--- src/rtl/mem_bus_arbiter.sv ---
// rtl/mem_bus_arbiter.sv - two-requester byte-bus arbiter with little-endian word pack/unpack
module mem_bus_arbiter #(
  parameter int ADDR_LEN = 32,
  parameter int DATA_LEN = 32
) (
  input  logic                clk,
  input  logic                rst,
  input  logic                rdy,
  input  logic                rollback,
  input  logic [7:0]          mem_din,
  output logic [7:0]          mem_dout,
  output logic [ADDR_LEN-1:0] mem_a,
  output logic                mem_wr,
  input  logic                io_buffer_full,
  input  logic                if_req,
  input  logic [ADDR_LEN-1:0] if_addr,
  output logic                if_done,
  output logic [DATA_LEN-1:0] if_data,
  input  logic                ls_req,
  input  logic                ls_wr,
  input  logic [1:0]          ls_size,
  input  logic [ADDR_LEN-1:0] ls_addr,
  input  logic [DATA_LEN-1:0] ls_wdata,
  output logic                ls_done,
  output logic [DATA_LEN-1:0] ls_rdata
);

  typedef enum logic [1:0] {IDLE, IF_RD, LS_RD, LS_WR} state_t;

  state_t              state, state_n;
  logic [2:0]          cnt, cnt_n, len;
  logic [ADDR_LEN-1:0] addr, cnt_a;
  logic [DATA_LEN-1:0] wdata, wshift, buf_q, buf_n;
  logic [DATA_LEN-1:0] if_data_q, ls_rdata_q;
  logic                last_ls, if_done_q, ls_done_q;
  logic                grant_if, grant_ls, fin_if, fin_ls, is_io, rd_busy;

  function automatic logic [2:0] len_of(input logic [1:0] size);
    case (size)
      2'd0:    return 3'd1;
      2'd1:    return 3'd2;
      default: return 3'd4;
    endcase
  endfunction

  assign cnt_a   = ADDR_LEN'(cnt);
  assign is_io   = (addr[17:16] == 2'b11);
  assign rd_busy = (state == IF_RD) || (state == LS_RD);

  always_comb begin
    state_n  = state;
    cnt_n    = cnt;
    buf_n    = buf_q;
    grant_if = 1'b0;
    grant_ls = 1'b0;
    fin_if   = 1'b0;
    fin_ls   = 1'b0;
    mem_a    = '0;
    mem_dout = '0;
    mem_wr   = 1'b0;
    wshift   = wdata >> {cnt[1:0], 3'b000};

    // mem_din carries the byte addressed in the previous busy cycle
    if (rd_busy) begin
      case (cnt)
        3'd1:    buf_n[7:0]   = mem_din;
        3'd2:    buf_n[15:8]  = mem_din;
        3'd3:    buf_n[23:16] = mem_din;
        3'd4:    buf_n[31:24] = mem_din;
        default: ;
      endcase
    end

    case (state)
      IDLE: begin
        cnt_n = '0;
        if (!rollback && !if_done_q && !ls_done_q) begin
          if (if_req && (!ls_req || last_ls)) grant_if = 1'b1;
          else if (ls_req)                    grant_ls = 1'b1;
        end
        if (grant_if)      state_n = IF_RD;
        else if (grant_ls) state_n = ls_wr ? LS_WR : LS_RD;
      end
      IF_RD, LS_RD: begin
        if (cnt != len) mem_a = addr + cnt_a;
        if (rollback) begin
          state_n = IDLE;
          cnt_n   = '0;
        end else if (cnt == len) begin
          state_n = IDLE;
          cnt_n   = '0;
          fin_if  = (state == IF_RD);
          fin_ls  = (state == LS_RD);
        end else begin
          cnt_n = cnt + 3'd1;
        end
      end
      LS_WR: begin
        // committed stores ignore rollback; only the UART stall holds them
        if (!(is_io && io_buffer_full)) begin
          mem_a    = addr + cnt_a;
          mem_dout = wshift[7:0];
          mem_wr   = 1'b1;
          if (cnt == len - 3'd1) begin
            state_n = IDLE;
            cnt_n   = '0;
            fin_ls  = 1'b1;
          end else begin
            cnt_n = cnt + 3'd1;
          end
        end
      end
      default: state_n = IDLE;
    endcase

    // while frozen, re-present the last read address so mem_din still holds that byte on resume
    if (!rdy) begin
      mem_wr   = 1'b0;
      mem_dout = '0;
      mem_a    = (rd_busy && cnt != 3'd0) ? addr + cnt_a - ADDR_LEN'(1) : '0;
    end
  end

  always_ff @(posedge clk) begin
    if (rst) begin
      state      <= IDLE;
      cnt        <= '0;
      len        <= '0;
      addr       <= '0;
      wdata      <= '0;
      buf_q      <= '0;
      last_ls    <= 1'b1;
      if_done_q  <= 1'b0;
      ls_done_q  <= 1'b0;
      if_data_q  <= '0;
      ls_rdata_q <= '0;
    end else if (rdy) begin
      state     <= state_n;
      cnt       <= cnt_n;
      buf_q     <= buf_n;
      if_done_q <= fin_if;
      ls_done_q <= fin_ls;
      if (fin_if)                     if_data_q  <= buf_n;
      if (fin_ls && state == LS_RD)   ls_rdata_q <= buf_n;
      if (grant_if) begin
        addr    <= if_addr;
        len     <= 3'd4;
        last_ls <= 1'b0;
        buf_q   <= '0;
      end
      if (grant_ls) begin
        addr    <= ls_addr;
        len     <= len_of(ls_size);
        wdata   <= ls_wdata;
        last_ls <= 1'b1;
        buf_q   <= '0;
      end
    end
  end

  assign if_done  = if_done_q & rdy;
  assign ls_done  = ls_done_q & rdy;
  assign if_data  = if_data_q;
  assign ls_rdata = ls_rdata_q;

endmodule

--- config.mk ---
export PLATFORM = sky130hd
export DESIGN_NAME = mem_bus_arbiter
export DESIGN_NICKNAME = d
export VERILOG_FILES = /design/src/rtl/mem_bus_arbiter.sv
export SDC_FILE = /design/constraint.sdc
export NUM_CORES = 1
export LEC_CHECK = 0
export ABC_AREA = 1
export BUFFER_PORTS_ARGS = -buffer_cell sky130_fd_sc_hd__buf_2
export CAP_MARGIN = 20
export CORE_MARGIN = 2
export CORE_UTILIZATION = 44
export CTS_CLUSTER_SIZE = 12
export DETAILED_ROUTE_END_ITERATION = 6
export GPL_TIMING_DRIVEN = 0
export PLACE_DENSITY_LB_ADDON = 0.3
export SYNTH_ARGS = -nofsm -noshare
export SYNTH_HDL_FRONTEND = slang
export SYNTH_SLANG_ARGS = --single-unit
export TNS_END_PERCENT = 20
--- constraint.sdc ---
create_clock -name clk -period 2.8 [get_ports clk]
set_input_delay 0.28 -clock clk [delete_from_list [all_inputs] [get_ports clk]]
set_output_delay 0.28 -clock clk [all_outputs]
set_load 0.05 [all_outputs]
==> After elaboration in Yosys (flattened, before gate mapping) <==
Index checks and enable logic that the tools add are counted.
{ "classes": {"n_addsub": 4, "n_shift": 1, "mux": 55, "n_eq_ne": 16, "bitwise": 2, "reduce_logical": 23} }
{ "ops": {"columns": ["operator", "count"], "rows": [
  ["$mux W32", 9],
  ["$pmux W32 S2", 1],
  ["$mux W8", 7],
  ["$add A32 B3 Y32", 1],
  ["$shr A32 B5 Y8", 1],
  ["$sub A32 B1 Y32 const B", 1],
  ["$mux W1", 22],
  ["$mux W3", 6],
  ["$mux W2", 6],
  ["$reduce_and A2 Y1", 5],
  ["$pmux W3 S3", 1],
  ["$eq A2 B2 Y1 const B", 3],
  ["$eq A3 B2 Y1 const B", 2],
  ["$eq A3 B3 Y1", 2],
  ["$logic_and A1 B1 Y1", 6],
  ["$ne A3 B3 Y1 const B", 2],
  ["$pmux W2 S3", 1],
  ["$pmux W3 S2", 1],
  ["$reduce_and A5 Y1", 1],
  ["$eq A2 B1 Y1 const B", 2],
  ["$logic_not A1 Y1", 4],
  ["$logic_not A2 Y1", 2],
  ["$ne A2 B2 Y1 const B", 2],
  ["$add A3 B1 Y3 const B", 1],
  ["other kinds (10)", 12]
]} }
{ "totals": {"out_inout_bits": 107, "elab_cells": 112, "regBits": 171} }

==> Logic depth before layout (Yosys ltp) <==
Gate-level depths: netlist of run 1.
{ "depth": {"word_depth": 9, "ltp_mapped": 17, "mapped_depth_nobuf": 17} }

==> Least setup slack after synthesis of run 1 <==
OpenSTA, ideal clock, no wires.
{ "synth_path": {"path_kind": "register to output", "from": "reg cnt[1]", "to": "out mem_a[8]", "arrival_ns": 2.980, "path_stages_with_launch": 8, "required_time_ns": 2.520, "path_slack_ns": -0.460, "cell_sequence": "dfxtp_1 -> clkbuf_1 -> clkinv_1 -> ha_1 -> a21oi_1 -> nand2_1 -> clkbuf_1 -> o32ai_1"} }
{ "synth_between": {"elab_chain_len": 4, "word_cells_on_any_way": 10, "classes_between": "add/sub (2); eq/ne (1); mux (5); reduce/logical (2)"} }
{ "synth_lines": {"columns": ["item", "line", "text"], "rows": [
  ["start: declaration", "31", "logic [2:0] cnt, cnt_n, len;"],
  ["start signal: assignment", "139", "cnt <= cnt_n;"],
  ["$add A32 B3 Y32, or another cell as far along", "85, 101, 120", null],
  ["$sub A32 B1 Y32, or another cell as far along", "120", "mem_a = (rd_busy && cnt != 3'd0) ? addr + cnt_a - ADDR_LEN'(1) : '0;"],
  ["$mux W32 or $pmux W32 S2 (tied branches)", "120, 74", null],
  ["$mux W32 *", "117", "if (!rdy) begin"],
  ["end: declaration", "12", "output logic [ADDR_LEN-1:0] mem_a,"]
]} }
Every way passes the cells marked *; elsewhere a longest branch is shown, timed or not.

==> Final worst setup path of run 1 <==
{ "layout_path": {"from": "reg addr[0]", "to": "out mem_a[17]"} }
{ "layout_between": {"elab_chain_len": 4, "word_cells_on_any_way": 7, "classes_between": "add/sub (2); mux (5)"} }
{ "layout_lines": {"columns": ["item", "line", "text"], "rows": [
  ["start: declaration", "32", "logic [ADDR_LEN-1:0] addr, cnt_a;"],
  ["start signal: assignment", "146", "addr <= if_addr;"],
  ["start signal: assignment", "152", "addr <= ls_addr;"],
  ["$add A32 B3 Y32 *", "85, 101, 120", null],
  ["$sub A32 B1 Y32, or another cell as far along", "120", null],
  ["$mux W32 or $pmux W32 S2 (tied branches)", "120, 74", null],
  ["$mux W32 *", "117", null]
]} }
Marked as above.

==> impl_metrics.toml, run 1 <==
[logic_synthesis]
syn_area_um2 = 9772
synth_cell_types = 32
synth_ff_type = "dfxtp_1"
syn-instance-count = 1506
yosys_warnings = 0
ys_ff_latch = 171
async_flop_share = 0
synth.net_count = 1635
ys_seq_area_frac = 0.3503
synth-edff-count = 0
synth_top_area_cell = "dfxtp_1"
syn_avg_cell_area_um2 = 6.489
yosys-top-cells-area = "dfxtp_1 35%, nand2_1 12%, o21ai_0 10%, a21oi_1 9.3%, inv_1 8.8%"
synth.top_cell.area_share = 0.3503

[cells_and_area]
fin_area_um2 = 12620
areaGrowthSynthToFinish_pct = 29.14
fill_cells = 2128
multi_input_area_um2 = 5560
final_cells = 2070
seq_area_um2 = 3436
nNetsFinal = 1906
layout-drive-gt1-share = 0.2381

[sta]
finalHoldWorstSlack_ns = 0.1044
hold_viol = 0
setup_slack_ns = -0.5109
rsz0062_at_grt = "true"
max_freq_mhz = 302.0
fin_crit_sh = 1.182
setup_violations = 32
worstMarginPinSlew_ns = 0.6427
relSlewSlack = 0.5715
slew_viol_final = 0
finalCriticalPeriod_ns = 3.311
fin_tns_setup_ns = -12.33
fin_worst_skew_ns = 0.01171

[drt]
drtPass1Iterations = 5
ant_nets = 0
drt_iter0_drc = 919
routed_wl_mm = 34.46
route.detailed.drc = 0
via_per_inst = 5.480
routedWlPerCell_um = 16.65
vias = 11340

[clock_tree]
path_clk_slew_ns = 0.06
ctsHtreeMaxLevel = 4
clock-sinks = 171
worstSkewPairLatency_ns = 0.44
cts_made_buffers = 17
cts-root-buf = "clkbuf_16"
clock_path_buffers = 2
cts_tree = "built"

[setup_path]
crit_fanout = 6
critPathLaunch = "addr[0]"
path_cells = "ha_4, fa_2, nand3_2, nand2_8, nand2_8, xor2_4, nand2_4, nor2_2, nand3_2, nor2_4, buf_4, o21ai_0, nand2_1, nand2_1, buf_6"
crit_path_end_kind = "output pin"
critical_path_class = "register to output pin"
r2r_start = "cnt[0]"
critical_path_arrival_ns = 3.03
critPathMaxStageDelay_ns = 0.43
slowest_stage = "fa_2"
required_ns = 2.52
start_kind = "register"

[floorplanning]
dieArea_um2 = 23420
die_w_um = 153.0
start_util = 0.4478
rows = 54
num_io_pins = 221
dieHeight_um = 153.0
core_area_um2 = 21820

[grt]
grt-ovfl-total = 0
grt_max_degree = 17
grt_pass1_vias = 10390
antenna_found_initial = 3
grt_pass1_wl_mm = 52.77
grtUsageTotal = 0.2787

[hold_path]
min_from = "ls_addr[0]"
hp-class = "primary input to register"

[status]
status = "complete, but fails checks"
violations = "setup timing"

[placement]
detailed_place_hpwl_mm = 26.31
placed_area_um2 = 11250
gp_congestion = 0.9681
place_inst = 2005
port_buffers = 219

[pwr]
p_total_mw = 6.283
ir_drop_uv = 410.6
powerDensity_nw_per_um2 = 497.8
p_leak_nw = 5.608

[flow_run]
drv_cap = 0
[kinds of logic after synthesis]
family	Yosys count	share of synthesized area
compound gates	452	0.2519
xor+xnor	13	0.01165
fa+ha+maj	15	0.01997
buf+inv	316	0.1219
flops	171	0.3503
simple gates	539	0.2443
[final cells by class]
cell class	count	share of cell area
multi-input combinational	1019	0.4406
sequential	171	0.2723
timing repair buffer	253	0.1194
inverter	238	0.07208
clock buffer	19	0.03510
tap	280	0.02776
buffer	77	0.02459
clock inverter	12	0.008031
antenna	1	0.0001983
[through the flow]
stage,utilization,setup slack (ns)
final,0.5783,-0.5109
after global routing,0.5783,-0.6207
after CTS,0.5674,-0.4424
after detailed placement,0.5154,-0.7472
after global placement,0.5154,-0.6674
after floorplan,-,-0.3121
[final timing paths]
path             endpoint  slack (ns)  depth (start not counted)
min               addr[0]        0.10                          3
min reg2reg  ls_rdata[28]        0.44                          2
max             mem_a[17]       -0.51                         15
max reg2reg  ls_rdata[29]        0.26                         10
[routing by layer]
metal / global-route usage / wire (µm) / up-vias
met4: 0.08818 / 896 / 2
met5: 0 / 13 / -
li1: - / - / 5488
met1: 0.3799 / 15020 / 5266
met2: 0.4413 / 15650 / 513
met3: 0.05982 / 2876 / 75
[cell usage in the layout, fill, tap and decap left out, types with 3 or more instances in the layout]
cell type,count
dfxtp_4,3
nand2_4,11
o21ai_2,4
nand3b_1,3
nand2_8,3
xnor2_1,6
inv_1,222
a211oi_1,32
dfxtp_1,167
clkinv_2,3
a21oi_1,181
nor2_2,22
clkbuf_1,66
buf_2,190
inv_6,5
ha_1,11
nand4_1,9
nand2_1,278
o21ai_1,4
buf_4,48
o22ai_1,10
nor2_1,63
nand2_2,37
inv_4,3
inv_2,9
ha_4,3
clkbuf_16,17
a221oi_1,26
nand3_1,80
inv_8,3
nand3_4,3
xor2_1,5
buf_1,3
buf_6,20
nor2_4,18
nand3_2,8
o21ai_0,191
[critical path, delay by kind of cell, from the launching register on]
kind | cells | cell delay (ns)
xor gates and xnor gates | 1 | 0.20
buffers and inverters | 2 | 0.30
DFF | 1 | 0.36
AOI/OAI and AO/OA | 1 | 0.06
and+or+nand+nor | 9 | 1.09
adders and majority gates | 2 | 0.60
[registers in the layout, indices dropped and copies added, names as in the netlist]
signal and flops:
last_ls 1, cnt 3, state 2, ls_done_q 1, addr 32, if_data 32
buf_q 32, ls_rdata 32, if_done_q 1, wdata 32, len 3
[repair_timing]
action	in CTS	in global routing
pin swaps	28	27
hold buffers	0	0
gates resized for setup	124	53
cloned	0	0
setup endpoints to repair	72	46
setup buffers	26	8
endpoints found under the hold margin	0	0
[synth_stat cells (7+ instances only)]
master,instances
a211oi_1,32
a21oi_1,181
a221oi_1,26
clkbuf_1,70
dfxtp_1,171
ha_1,14
inv_1,229
nand2_1,304
nand2_2,23
nand3_1,87
nand4_1,9
nor2_1,78
nor2_2,14
nor2_4,11
o21ai_0,197
o22ai_1,10
xor2_1,7
[where the power goes]
group | total [mW] | internal [mW] | switching, mW
clock network | 2.23 | 1.18 | 1.06
logic | 1.42 | 0.498 | 0.926
registers | 2.62 | 2.53 | 0.0892
total | 6.28 | 4.21 | 2.07
Note: power is estimated with default switching activity, not from simulation.
==> run 2, diff against run 1 <==
==> constraint.sdc (replaced) <==
create_clock -name clk -period 3.23 [get_ports clk]
set_input_delay 0.323 -clock clk [delete_from_list [all_inputs] [get_ports clk]]
set_output_delay 0.323 -clock clk [all_outputs]
set_load 0.05 [all_outputs]
==> run 2 against run 1 <==
The flow still finishes with violations (setup timing). Via count decreased by 3.6%. Critical endpoint is now mem_a[23]. Critical path depth decreased by 1. Final cell count decreased by 0.77%. First-iteration DRC count decreased by 15%. Setup slack improved by 0.43 ns.
==> impl_metrics.toml, run 2 (synthesized netlist as in run 1, its figures left out) <==
[sta]
finalHoldWorstSlack_ns = 0.1487
fin_tns_setup_ns = -0.9222
fin_worst_skew_ns = 0.009301
rsz0062_at_grt = "true"
finalCriticalPeriod_ns = 3.315
hold_viol = 0
worstMarginPinSlew_ns = 0.6403
relSlewSlack = 0.5731
setup_violations = 23
setup_slack_ns = -0.08536
fin_crit_sh = 1.026
slew_viol_final = 0
max_freq_mhz = 301.6

[grt]
grt_pass1_wl_mm = 52.00
antenna_found_initial = 2
grt_pass1_vias = 10130
use_met3 = 0.05614
grt-ovfl-total = 0
grtUsageTotal = 0.2747
use_met1 = 0.3721
grt_max_degree = 17
busiest_layer = "met2"
met2_usage = 0.4294

[clock_tree]
cts-root-buf = "clkbuf_16"
clock-sinks = 171
ctsHtreeMaxLevel = 4
cts_made_buffers = 17
clock_path_buffers = 2
cts_tree = "built"
path_clk_slew_ns = 0.06
worstSkewPairLatency_ns = 0.43

[placement]
placed_area_um2 = 11230
detailed_place_hpwl_mm = 26.09
gp_congestion = 0.9330
port_buffers = 219
place_inst = 2005
dp_slack_ns = -0.2908

[status]
violations = "setup timing"
status = "complete, but fails checks"

[pwr]
p_total_mw = 5.552
p_int_mw = 3.796
clkPwrFrac = 0.390
p_leak_nw = 5.564
p_comb_frac = 0.201
swShare = 0.3162
powerDensity_nw_per_um2 = 448.9
power_switching_mw = 1.755
seq_power_share = 0.410
ir_drop_uv = 373.6

[floorplanning]
dieArea_um2 = 23420
core_area_um2 = 21820
dieHeight_um = 153.0
num_io_pins = 221
rows = 54
die_w_um = 153.0
start_util = 0.4478

[setup_path]
crit_path_end_kind = "output pin"
critical_path_class = "register to output pin"
critical_path_arrival_ns = 2.99
required_ns = 2.91
start_kind = "register"
crit_fanout = 5

[drt]
vias = 10930
drtPass1Iterations = 6
routedWlPerCell_um = 16.25
ant_nets = 0
routed_wl_mm = 33.38
route.detailed.drc = 0
drt_iter0_drc = 779
via_per_inst = 5.321

[cells_and_area]
post-route-util = 0.5667
most-common-layout-cells = "287 x nand2_1, 224 x inv_1, 200 x buf_2, 196 x o21ai_0, 180 x a21oi_1"
areaGrowthSynthToFinish_pct = 26.56
fin_area_um2 = 12370
final_common_cell = "nand2_1"
nNetsFinal = 1889
final_cells = 2054
layout-drive-gt1-share = 0.2200

[flow_run]
drv_cap = 0

[hold_path]
hp-class = "primary input to register"
[run 2: cell count changes in the layout (fill, tap and decap cells not counted), moves of 3 or more]
cell / change
buf_2: +10
nand2_4: -4
buf_4: -15
buf_6: -13
nor2_1: +4
nor2_2: -5
nand2_2: -3
nand2_1: +9
dfxtp_2: +3
inv_6: -4
o21ai_2: -3
o21ai_0: +5
[run 2: repair_timing]
action,CTS,global route
buffers inserted,9,7
resized for setup,73,45
setup endpoints to repair,32,32
pin swaps,11,9
hold buffers,0,0
[run 2: per-layer routing]
layer | vias up | part of all wire
met1 | 4995 | 0.45
li1 | 5454 | -
met2 | 409 | 0.44
met3 | 70 | 0.069
met4 | 2 | 0.034
met5 | - | 0.00039
[run 2: worst paths after layout]
path	slack, ns	end	startpoint	cells past startpoint
min reg2reg	0.44	ls_rdata[20]	ls_rdata[20]	2
max	-0.09	mem_a[23]	cnt[0]	14
max reg2reg	0.52	ls_rdata[27]	cnt[0]	11
min	0.15	addr[11]	ls_addr[11]	3
[run 2: layout make-up]
cell class              instances  area (µm²)
multi-input cells            1019        5436
clock inverters                12       152.6
well taps                     280       350.3
fillers                      2206        9457
flip-flops and latches        171        3436
inverters                     238       899.6
diodes                          1       2.502
clock buffers                  20       466.7
repair buffers                235        1313
plain buffers                  78       310.3
[run 2: power groups by stage]
stage	registers [mW]	clock network [mW]	logic, mW
after CTS	2.27	2.17	1.04
after floorplan	2.32	0	0.673
after global placement	2.31	0	0.977
final	2.27	2.16	1.11
after global routing	2.28	2.26	1.23
after detailed placement	2.32	0	0.994
[run 2: worst max-delay path: stages (launching register included)]
cell	delay, ns
dfxtp_4	0.36
ha_4	0.17
fa_2	0.38
nand3_2	0.11
nand2_4	0.10
nand2_4	0.15
o21ai_0	0.12
nand2_2	0.14
nand2_1	0.14
nor2_2	0.14
nand3_2	0.17
o21ai_0	0.19
nand3_1	0.09
o21ai_1	0.09
buf_4	0.22
==> run 3, diff against run 2 <==
--- a/config.mk
+++ b/config.mk
@@ -8,12 +8,14 @@
 export ABC_AREA = 1
 export BUFFER_PORTS_ARGS = -buffer_cell sky130_fd_sc_hd__buf_2
 export CAP_MARGIN = 20
+export CORE_ASPECT_RATIO = 1.2
 export CORE_MARGIN = 2
 export CORE_UTILIZATION = 44
 export CTS_CLUSTER_SIZE = 12
 export DETAILED_ROUTE_END_ITERATION = 6
 export GPL_TIMING_DRIVEN = 0
 export PLACE_DENSITY_LB_ADDON = 0.3
+export SETUP_SLACK_MARGIN = 0.02
 export SYNTH_ARGS = -nofsm -noshare
 export SYNTH_HDL_FRONTEND = slang
 export SYNTH_SLANG_ARGS = --single-unit
==> run 3 against run 2 <==
The flow finishes with violations (DRC, setup timing). Register-to-register slack improved by 0.10 ns. Final cell count fell by 0.29%. Sequential power barely moved. Clock power fell by 3%. Die area barely moved.
==> impl_metrics.toml, run 3 (synthesized netlist as in run 1, its figures left out) <==
[clock_tree]
worstSkewPairLatency_ns = 0.44
ctsHtreeMaxLevel = 4
cts_tree = "built"
clock_path_buffers = 2
cts_made_buffers = 17
cts-root-buf = "clkbuf_16"
clock-sinks = 171
cts_hold_buf = 0
path_clk_slew_ns = 0.07

[pwr]
powerDensity_nw_per_um2 = 443.4
p_total_mw = 5.512
p_leak_nw = 5.541
ir_drop_uv = 306.0

[sta]
finalHoldWorstSlack_ns = 0.1266
max_freq_mhz = 303.3
relSlewSlack = 0.5515
setup_violations = 18
worstMarginPinSlew_ns = 0.6727
rsz0062_at_grt = "true"
fin_crit_sh = 1.021
setup_slack_ns = -0.06677
fin_worst_skew_ns = 0.01357
hold_viol = 0
slew_viol_final = 0
finalCriticalPeriod_ns = 3.297

[cells_and_area]
final_common_cell = "nand2_1"
most-common-layout-cells = "278 x nand2_1, 224 x inv_1, 195 x buf_2, 195 x o21ai_0, 180 x a21oi_1"
fin_area_um2 = 12430
areaGrowthSynthToFinish_pct = 27.23
fill_cells = 2131
nNetsFinal = 1888
post-route-util = 0.5709
layout-drive-gt1-share = 0.2280

[setup_path]
critical_path_class = "register to output pin"
crit_path_end_kind = "output pin"
crit_fanout = 6
critical_path_arrival_ns = 2.97
reg2reg_depth = 8
required_ns = 2.91
start_kind = "register"

[drt]
routed_wl_mm = 33.98
via_per_inst = 5.399
drtPass1Iterations = 7
routedWlPerCell_um = 16.59
vias = 11060
route.detailed.drc = 13
drt_iter0_drc = 791
ant_nets = 0

[grt]
busiest_layer = "met2"
antenna_found_initial = 3
use_met1 = 0.3371
grt-ovfl-total = 0
grtUsageTotal = 0.2782
grt_pass1_vias = 10260
use_met3 = 0.04404
grt_pass1_wl_mm = 52.20
grt_max_degree = 19
met2_usage = 0.4806

[placement]
placed_area_um2 = 11220
gp_congestion = 0.9176
detailed_place_hpwl_mm = 26.32
port_buffers = 219

[floorplanning]
dieHeight_um = 167.3
core_area_um2 = 21780
start_util = 0.4487
rows = 59
num_io_pins = 221
die_w_um = 140.0
dieArea_um2 = 23420

[hold_path]
hp-class = "primary input to register"
hold_depth = 3

[flow_run]
drv_cap = 0

[status]
violations = "DRC, setup timing"
status = "complete, but fails checks"
## run 3: changes by cell type in the layout (fill, tap and decap cells not counted), sizes merged
cell	before	now
inv	240	244
buf	244	242
clkbuf	89	87
bufinv	2	1
diode	1	2
## run 3: worst paths after layout
check | start | to | slack, ns
max | cnt[0] | mem_a[31] | -0.07
min | ls_addr[0] | addr[0] | 0.13
max reg2reg | state[0] | wdata[29] | 0.62
min reg2reg | if_data[2] | if_data[2] | 0.44
## run 3: final cells by class
cell class	instances	area, µm²	share of cell area
Inverter	238	900.9	0.07246
Buffer	78	309.0	0.02486
Clock inverter	15	172.7	0.01389
Timing Repair Buffer	234	1323	0.1064
Tap cell	274	342.8	0.02757
Multi-Input combinational cell	1019	5519	0.4439
Clock buffer	17	425.4	0.03422
Sequential cell	171	3436	0.2763
Antenna cell	2	5.005	0.0004025
## run 3: report_power, final
part           leakage, nW  switching (mW)  total, mW  internal [mW]
Sequential            1.39          0.0735       2.27           2.20
Clock                0.292           0.991       2.10           1.11
Combinational         3.86           0.755       1.14          0.388
Total                 5.54            1.82       5.51           3.69
## run 3: metal layers
layer / share of wire / routed length [µm]
met5: 0.00038 / 13
met4: 0.052 / 1755
met3: 0.061 / 2056
met2: 0.48 / 16380
met1: 0.41 / 13780
## run 3: critical path, stage by stage (launching register included)
cell and delay (ns):
dfxtp_4 0.37, ha_4 0.17, fa_2 0.38, nand3_2 0.11, nand2_4 0.12, nand2_8 0.13, xor2_4 0.21, nand2_2 0.13
nor2_2 0.16, nand3_2 0.15, nor2_4 0.18, nand2_1 0.07, nand2_1 0.06, nand3_1 0.06, nand2_1 0.08, buf_6 0.15
## run 3: what timing repair did
action,in CTS,in global routing
pin swaps,10,30
endpoints found under the setup margin,32,32
setup buffers,8,7
resized for setup,82,73
## run 3: stage by stage
step	TNS [ns]	worst slack [ns]	cells
2_1_floorplan	-0.03054	-0.03054	1506
3_3_place_gp	-3.400	-0.3438	1999
3_5_place_dp	-3.435	-0.2934	1999
4_1_cts	-0.7586	-0.09090	2039
5_1_grt	-3.708	-0.2294	2048
6_report	-0.5591	-0.06677	2048
